$ cat config.mk
export PLATFORM = sky130hd
export DESIGN_NAME = product_spi_tx
export DESIGN_NICKNAME = d
export VERILOG_FILES = /design/src/rtl/product_spi_tx.sv
export SDC_FILE = /design/constraint.sdc
export NUM_CORES = 1
export LEC_CHECK = 0
export CAP_MARGIN = 5
export CELL_PAD_IN_SITES_DETAIL_PLACEMENT = 2
export CELL_PAD_IN_SITES_GLOBAL_PLACEMENT = 2
export CORE_MARGIN = 5
export CORE_UTILIZATION = 36
export DETAILED_ROUTE_END_ITERATION = 8
export GPL_TIMING_DRIVEN = 0
export PLACE_DENSITY_LB_ADDON = 0.1
export SYNTH_ARGS = -nofsm -noshare
export SYNTH_HDL_FRONTEND = slang
export SYNTH_SLANG_ARGS = --single-unit
$ cat constraint.sdc
create_clock -name clk -period 2.2 [get_ports clk]
set_clock_uncertainty 0.05 [all_clocks]
set_input_delay 0.44 -clock clk [delete_from_list [all_inputs] [get_ports clk]]
set_output_delay 0.44 -clock clk [all_outputs]
set_load 0.02 [all_outputs]
$ cat src/rtl/product_spi_tx.sv
// SPI mode-0 transmitter: drives the product mux select and shifts NUM_WORDS words MSB-first.
// Optional macro SPI_PARITY_EN appends an even-parity bit after each word.
module product_spi_tx #(
  parameter int unsigned WORD_W    = 32,
  parameter int unsigned NUM_WORDS = 2,
  parameter int unsigned CLK_DIV   = 4
) (
  input  logic              clk,
  input  logic              rst_n,
  input  logic              start,
  input  logic [WORD_W-1:0] mux_in,
  output logic              clk_sel,
  output logic              sclk,
  output logic              mosi,
  output logic              cs_n,
  output logic              busy,
  output logic              done
);

`ifdef SPI_PARITY_EN
  localparam int unsigned LAST_BIT = WORD_W;
`else
  localparam int unsigned LAST_BIT = WORD_W - 1;
`endif
  localparam int unsigned BIT_CW  = $clog2(LAST_BIT + 2);
  localparam int unsigned DIV_CW  = $clog2(CLK_DIV + 1);
  localparam int unsigned WORD_CW = $clog2(NUM_WORDS + 1);

  typedef enum logic [2:0] {
    S_IDLE,
    S_LOAD,
    S_LOW,
    S_HIGH,
    S_DONE
  } state_t;

  state_t              r_state,    w_state_nxt;
  logic [WORD_W-1:0]   r_shreg,    w_shreg_nxt;
  logic [BIT_CW-1:0]   r_bit_cnt,  w_bit_cnt_nxt;
  logic [DIV_CW-1:0]   r_div_cnt,  w_div_cnt_nxt;
  logic [WORD_CW-1:0]  r_word_cnt, w_word_cnt_nxt;
  logic                r_clk_sel,  w_clk_sel_nxt;
  logic                r_sclk,     w_sclk_nxt;
  logic                r_mosi,     w_mosi_nxt;
  logic                r_cs_n,     w_cs_n_nxt;
  logic                r_busy,     w_busy_nxt;
  logic                r_done,     w_done_nxt;
`ifdef SPI_PARITY_EN
  logic                r_par,      w_par_nxt;
`endif
  logic                w_div_last;

  assign w_div_last = (r_div_cnt == DIV_CW'(CLK_DIV - 1));

  // State and output registers
  always_ff @(posedge clk or negedge rst_n) begin
    if (!rst_n) begin
      r_state    <= S_IDLE;
      r_shreg    <= '0;
      r_bit_cnt  <= '0;
      r_div_cnt  <= '0;
      r_word_cnt <= '0;
      r_clk_sel  <= 1'b0;
      r_sclk     <= 1'b0;
      r_mosi     <= 1'b0;
      r_cs_n     <= 1'b1;
      r_busy     <= 1'b0;
      r_done     <= 1'b0;
`ifdef SPI_PARITY_EN
      r_par      <= 1'b0;
`endif
    end else begin
      r_state    <= w_state_nxt;
      r_shreg    <= w_shreg_nxt;
      r_bit_cnt  <= w_bit_cnt_nxt;
      r_div_cnt  <= w_div_cnt_nxt;
      r_word_cnt <= w_word_cnt_nxt;
      r_clk_sel  <= w_clk_sel_nxt;
      r_sclk     <= w_sclk_nxt;
      r_mosi     <= w_mosi_nxt;
      r_cs_n     <= w_cs_n_nxt;
      r_busy     <= w_busy_nxt;
      r_done     <= w_done_nxt;
`ifdef SPI_PARITY_EN
      r_par      <= w_par_nxt;
`endif
    end
  end

  // Next-state and next-output logic
  always_comb begin
    w_state_nxt    = r_state;
    w_shreg_nxt    = r_shreg;
    w_bit_cnt_nxt  = r_bit_cnt;
    w_div_cnt_nxt  = r_div_cnt;
    w_word_cnt_nxt = r_word_cnt;
    w_clk_sel_nxt  = r_clk_sel;
    w_sclk_nxt     = r_sclk;
    w_mosi_nxt     = r_mosi;
    w_cs_n_nxt     = r_cs_n;
    w_busy_nxt     = r_busy;
    w_done_nxt     = 1'b0;
`ifdef SPI_PARITY_EN
    w_par_nxt      = r_par;
`endif
    case (r_state)
      S_IDLE: begin
        if (start) begin
          w_cs_n_nxt  = 1'b0;
          w_busy_nxt  = 1'b1;
          w_state_nxt = S_LOAD;
        end
      end
      S_LOAD: begin
        w_shreg_nxt   = mux_in;
        w_mosi_nxt    = mux_in[WORD_W-1];
        w_bit_cnt_nxt = '0;
        w_div_cnt_nxt = '0;
`ifdef SPI_PARITY_EN
        w_par_nxt     = ^mux_in;
`endif
        w_state_nxt   = S_LOW;
      end
      S_LOW: begin
        if (w_div_last) begin
          w_div_cnt_nxt = '0;
          w_sclk_nxt    = 1'b1;
          w_state_nxt   = S_HIGH;
        end else begin
          w_div_cnt_nxt = r_div_cnt + DIV_CW'(1);
        end
      end
      S_HIGH: begin
        if (w_div_last) begin
          w_div_cnt_nxt = '0;
          w_sclk_nxt    = 1'b0;
          if (r_bit_cnt != BIT_CW'(LAST_BIT)) begin
            // mosi only moves on the sclk falling transition
            w_shreg_nxt   = r_shreg << 1;
            w_mosi_nxt    = w_shreg_nxt[WORD_W-1];
`ifdef SPI_PARITY_EN
            if (r_bit_cnt == BIT_CW'(WORD_W - 1)) w_mosi_nxt = r_par;
`endif
            w_bit_cnt_nxt = r_bit_cnt + BIT_CW'(1);
            w_state_nxt   = S_LOW;
          end else if (r_word_cnt != WORD_CW'(NUM_WORDS - 1)) begin
            w_word_cnt_nxt = r_word_cnt + WORD_CW'(1);
            w_clk_sel_nxt  = w_word_cnt_nxt[0];
            w_state_nxt    = S_LOAD;
          end else begin
            w_state_nxt = S_DONE;
          end
        end else begin
          w_div_cnt_nxt = r_div_cnt + DIV_CW'(1);
        end
      end
      S_DONE: begin
        w_cs_n_nxt     = 1'b1;
        w_busy_nxt     = 1'b0;
        w_done_nxt     = 1'b1;
        w_clk_sel_nxt  = 1'b0;
        w_word_cnt_nxt = '0;
        w_state_nxt    = S_IDLE;
      end
      default: w_state_nxt = S_IDLE;
    endcase
  end

  assign clk_sel = r_clk_sel;
  assign sclk    = r_sclk;
  assign mosi    = r_mosi;
  assign cs_n    = r_cs_n;
  assign busy    = r_busy;
  assign done    = r_done;

endmodule

# == Yosys cells after proc, flatten, opt, wreduce, memory -nomap -nowiden ==
# Index checks and enable logic that the tools add are counted.
# totals
ff_bits,51
output_inout_bits,6
wordCells,72
# op_classes
addsub,3
eq_ne,13
mux,33
n_reduce_logical,12
# ops
op,n
2-to-1 mux 31 bit,2
case mux 31 bit (2 select lines),1
2-to-1 mux 3 bit,6
2-to-1 mux 6 bit,2
"!= test 2 bit, second input constant",6
case mux 3 bit (4 select lines),1
case mux 6 bit (2 select lines),1
2-to-1 mux 1 bit,10
case mux 1 bit (2 select lines),5
nonzero test 2 bit,5
"equality test 3 x 2 -> 1 bit, second input constant",3
AND reduction 3 bit,3
"adder 6 x 1 -> 6 bit, second input constant",1
2-to-1 mux 2 bit,3
"!= test 6 x 5 -> 1 bit, second input constant",1
case mux 3 bit (2 select lines),1
case mux 2 bit (2 select lines),1
AND reduction 4 bit,1
"adder 3 x 1 -> 3 bit, second input constant",1
"equality test 3 x 1 -> 1 bit, second input constant",1
"equality test 3 bit, second input constant",1
logical NOT 3 bit,1
"adder 2 x 1 -> 2 bit, second input constant",1
"!= test 2 x 1 -> 1 bit, second input constant",1
other kinds (2),2

# == Depth between registers and ports, before layout ==
# logic_depth
depth_word,5
depth_mapped,6
mapped_depth_nobuf,5

# == Worst setup path after synthesis ==
# OpenSTA, ideal clock, no wires.
# synth_path
path_type,register -> register
startpoint,reg r_bit_cnt[0]
endpoint,reg r_mosi (netlist: mosi)
setup_ps,125
t_arrival_ps,1659
required_ps,2025
path_slack_ps,367
stages_incl_launch_ff,7
path_buffers,1
cell_sequence,dfrtp_1 > ha_1 > and3_1 > nand2_1 > o21ai_2 > buf_6 > mux2_2
# synth_via
elab_chain_len,3
# synth_rtl
item,line_no,rtl
from (decl),39,"logic [BIT_CW-1:0] r_bit_cnt, w_bit_cnt_nxt;"
from (signal assigned),75,r_bit_cnt <= w_bit_cnt_nxt;
!= test 6 x 5 -> 1 bit,137,if (r_bit_cnt != BIT_CW'(LAST_BIT)) begin
!= test 2 bit (no line),-,
AND reduction 3 bit (no line),-,
to (signal assigned),80,r_mosi <= w_mosi_nxt;
to (decl),44,"logic r_mosi, w_mosi_nxt;"
# No other way between the ends.
# A chain may end at the register's enable or synchronous reset.

# == Worst setup path in the final report ==
# layout_path
startpoint,reg r_div_cnt[0]
endpoint,reg r_shreg[13]
# layout_via
elab_chain_len,3
# layout_rtl
item,line_no,rtl
from (decl),40,"logic [DIV_CW-1:0] r_div_cnt, w_div_cnt_nxt;"
from (signal assigned),76,r_div_cnt <= w_div_cnt_nxt;
equality test 3 x 2 -> 1 bit,53,assign w_div_last = (r_div_cnt == DIV_CW'(CLK_DIV - 1));
!= test 2 bit (no line),-,
AND reduction 3 bit (no line),-,
to (signal assigned),74,r_shreg <= w_shreg_nxt;
to (decl),38,"logic [WORD_W-1:0] r_shreg, w_shreg_nxt;"
# No other way between the ends.

==> reports/summary.txt <==
CP Cell Sequence: ha_1, nand2b_1, a21oi_1, o21ai_4, buf_6, mux2_2
Yosys cell types: 39
Die H: 93.2 um
Crit-path slowest cell: a21oi_1
final hold violation count: 0
endpoints failing setup: 0
Iter 0 DRT Violations: 29
H-tree levels: 2
port buffer count: 40
unrepaired setup endpoints after global routing: false
clock root buffer master: clkbuf_8
ys flop type: dfrtp_1
synthesized net count: 231
DR WL/cell: 18.0 um
VDD IR max: 306 uV
status: finished, final reports clean
CTS tree: done
Hold WS: 0.0153 ns
Layout area overhead: 25.8%
GRT overflow: 0
Tcrit/Tclk final: 0.929
Pleak: 0.00136 uW
Flop pwr share: 0.580
RD Place Congestion: 0.729
final net count: 282
DRC Markers: 0
number of CTS-inserted buffers: 5
first-pass GRT wire length: 9.90 mm
Clk Latency, worst-skew pair: 0.30 ns
MaxCap Viol Count: 0
critical path data arrival time: 2.18 ns
final cell count without fillers: 325
total number of vias: 1714
Clock Power Share: 0.338
most common cell after layout, fill and taps aside: mux2_2
Die ar.: 8690 sq um
Longest Clk Path Bufs: 2
Synth async-reset ratio: 1.00
commonest non-fill, non-tap cells in the layout: mux2_2 (60), dfrtp_1 (49), clkdlybuf4s50_1 (39)
core area: 6760 sq um
worst slack at placement: 0.0322 ns
I/O pins: 41
DRT Pass-1 Iters: 4
Worst EP required: 2.33 ns
GRT Total Usage: 0.145
layout cell share with drive strength beyond 1: 0.351
internal power: 1290 uW
Crit. End Element: flop
die width: 93.2 um
Crit Path Max Fanout: 10
Synth Register Bits: 50
Post-Syn Area per Cell: 12.9 sq um
switching component of the power: 353 uW
post-synthesis cell count: 193
# diodes: 0
type of the worst min-delay path: in2async
dpl hpwl: 4.46 mm
Sink Count: 50
DRT antenna net count: 0
num rows: 30
dpl cells: 314
Util after Layout: 0.464
WS Path Type: reg2reg
CP Launch Type: flop
Yosys warnings: 0
vias in the first global route: 2010
number of flops mapped to enable cells by yosys: 0
post-synthesis sequential area ratio: 0.502
Sw Share: 0.214
Pins Over Slew Limit: 0
pin count of the biggest net entering global routing: 35
Max-slew headroom: 0.688
starting utilization of the core area: 0.369
max incr delay on CP: 0.43 ns
combinational share of power: 0.083
detailed-route wire length: 5.84 mm
clock period minus final worst setup slack: 2.04 ns
final total power: 1650 uW
post-DR vias/cell: 5.27
P per Cell Area: 525 nW/um^2
CTS clk-pin slew, worst paths: 0.09 ns
Crit path max-delay family: compound AO/OA/AOI/OAI gates
Syn Std Cell Area: 2490 sq um
min setup slack post-route: 0.156 ns
Worst Path Buf+Inv: 1
Max Freq: 0.489 GHz
initial antenna violation count: 0
worst-margin pin slew: 0.467 ns
==> cell type report <==
| cell class | instances | area, sq um |
|---|---|---|
| Inverter | 3 | 11.3 |
| Fill cell | 676 | 3620 |
| Buffer | 9 | 75.1 |
| Clock buffer | 8 | 90.1 |
| Multi-Input combinational cell | 131 | 1170 |
| Tap cell | 80 | 100 |
| Sequential cell | 50 | 1250 |
| Timing Repair Buffer | 44 | 438 |
==> repair_timing <==
action	4_1_cts	5_1_grt
hold buffers	0	0
buffers inserted	0	3
setup endpoints to repair	0	32
resized for setup	0	3
==> routing by layer <==
| layer | up-vias | global-route usage | part of all wire |
|---|---|---|---|
| li1 | 809 | - | - |
| met1 | 873 | 0.165 | 0.42 |
| met2 | 25 | 0.261 | 0.53 |
| met3 | 7 | 0.0394 | 0.033 |
| met4 | 0 | 0.0464 | 0.013 |
| met5 | - | 0 | 0 |
==> synth_stat cells (all sizes together), types with 2 or more instances <==
master | count | area, sq um
mux2 | 64 | 721
dfrtp | 49 | 1230
nor2 | 9 | 36.3
buf | 8 | 71.3
nand2 | 6 | 22.5
o21ai | 6 | 33.8
a21oi | 5 | 25.0
a31oi | 3 | 18.8
and3 | 3 | 18.8
ha | 3 | 37.5
inv | 3 | 11.3
nand2b | 3 | 18.8
nor3 | 3 | 15.0
a22o | 2 | 17.5
a41o | 2 | 20.0
nor2b | 2 | 12.5
o211ai | 2 | 15.0
o311ai | 2 | 17.5
or4 | 2 | 15.0
==> sequential cells by signal, summed over array words and instances, names as in the netlist <==
register	cells
mosi	1
r_state	3
r_bit_cnt	6
done	1
cs_n	1
busy	1
r_shreg	31
sclk	1
r_div_cnt	3
r_word_cnt	2
==> kinds of logic after synthesis <==
kind of cell             count (synthesis)  share of synthesized area
AND/OR/NAND/NOR                         34                     0.0728
multiplexers                            65                      0.293
buffers and inverters                   12                     0.0346
AO/OA/AOI/OAI                           29                     0.0823
adder cells (fa/ha/maj)                  3                     0.0151
flip-flops                              50                      0.502
==> path summary, 6_finish.rpt <==
path / from / to / slack, ns / cells after the start
setup / recovery: r_div_cnt[0] / r_shreg[13] / 0.16 / 6
hold / removal: rst_n / r_bit_cnt[2] / 0.02 / 1
setup reg to reg: r_div_cnt[0] / r_shreg[13] / 0.16 / 6
hold reg to reg: cs_n / cs_n / 0.42 / 2
max in group asynchronous: rst_n / r_shreg[6] / 1.55 / 2
min in group clk: cs_n / cs_n / 0.42 / 2
==> metrics by stage <==
stage | TNS, ns | area (sq um)
after CTS | 0 | 3100
after detailed placement | 0 | 3010
after global placement | -38.22 | 2990
final | 0 | 3140
after global routing | 0 | 3140
after floorplan | 0 | 2490
==> power by group through the flow <==
stage / registers (uW) / clock network [uW] / logic, uW
after floorplan: 969 / 0 / 45.5
after global placement: 971 / 0 / 129
after CTS: 955 / 584 / 140
after detailed placement: 973 / 0 / 140
after global routing: 958 / 621 / 151
final: 954 / 556 / 136
(Power assumes the default switching activity.)
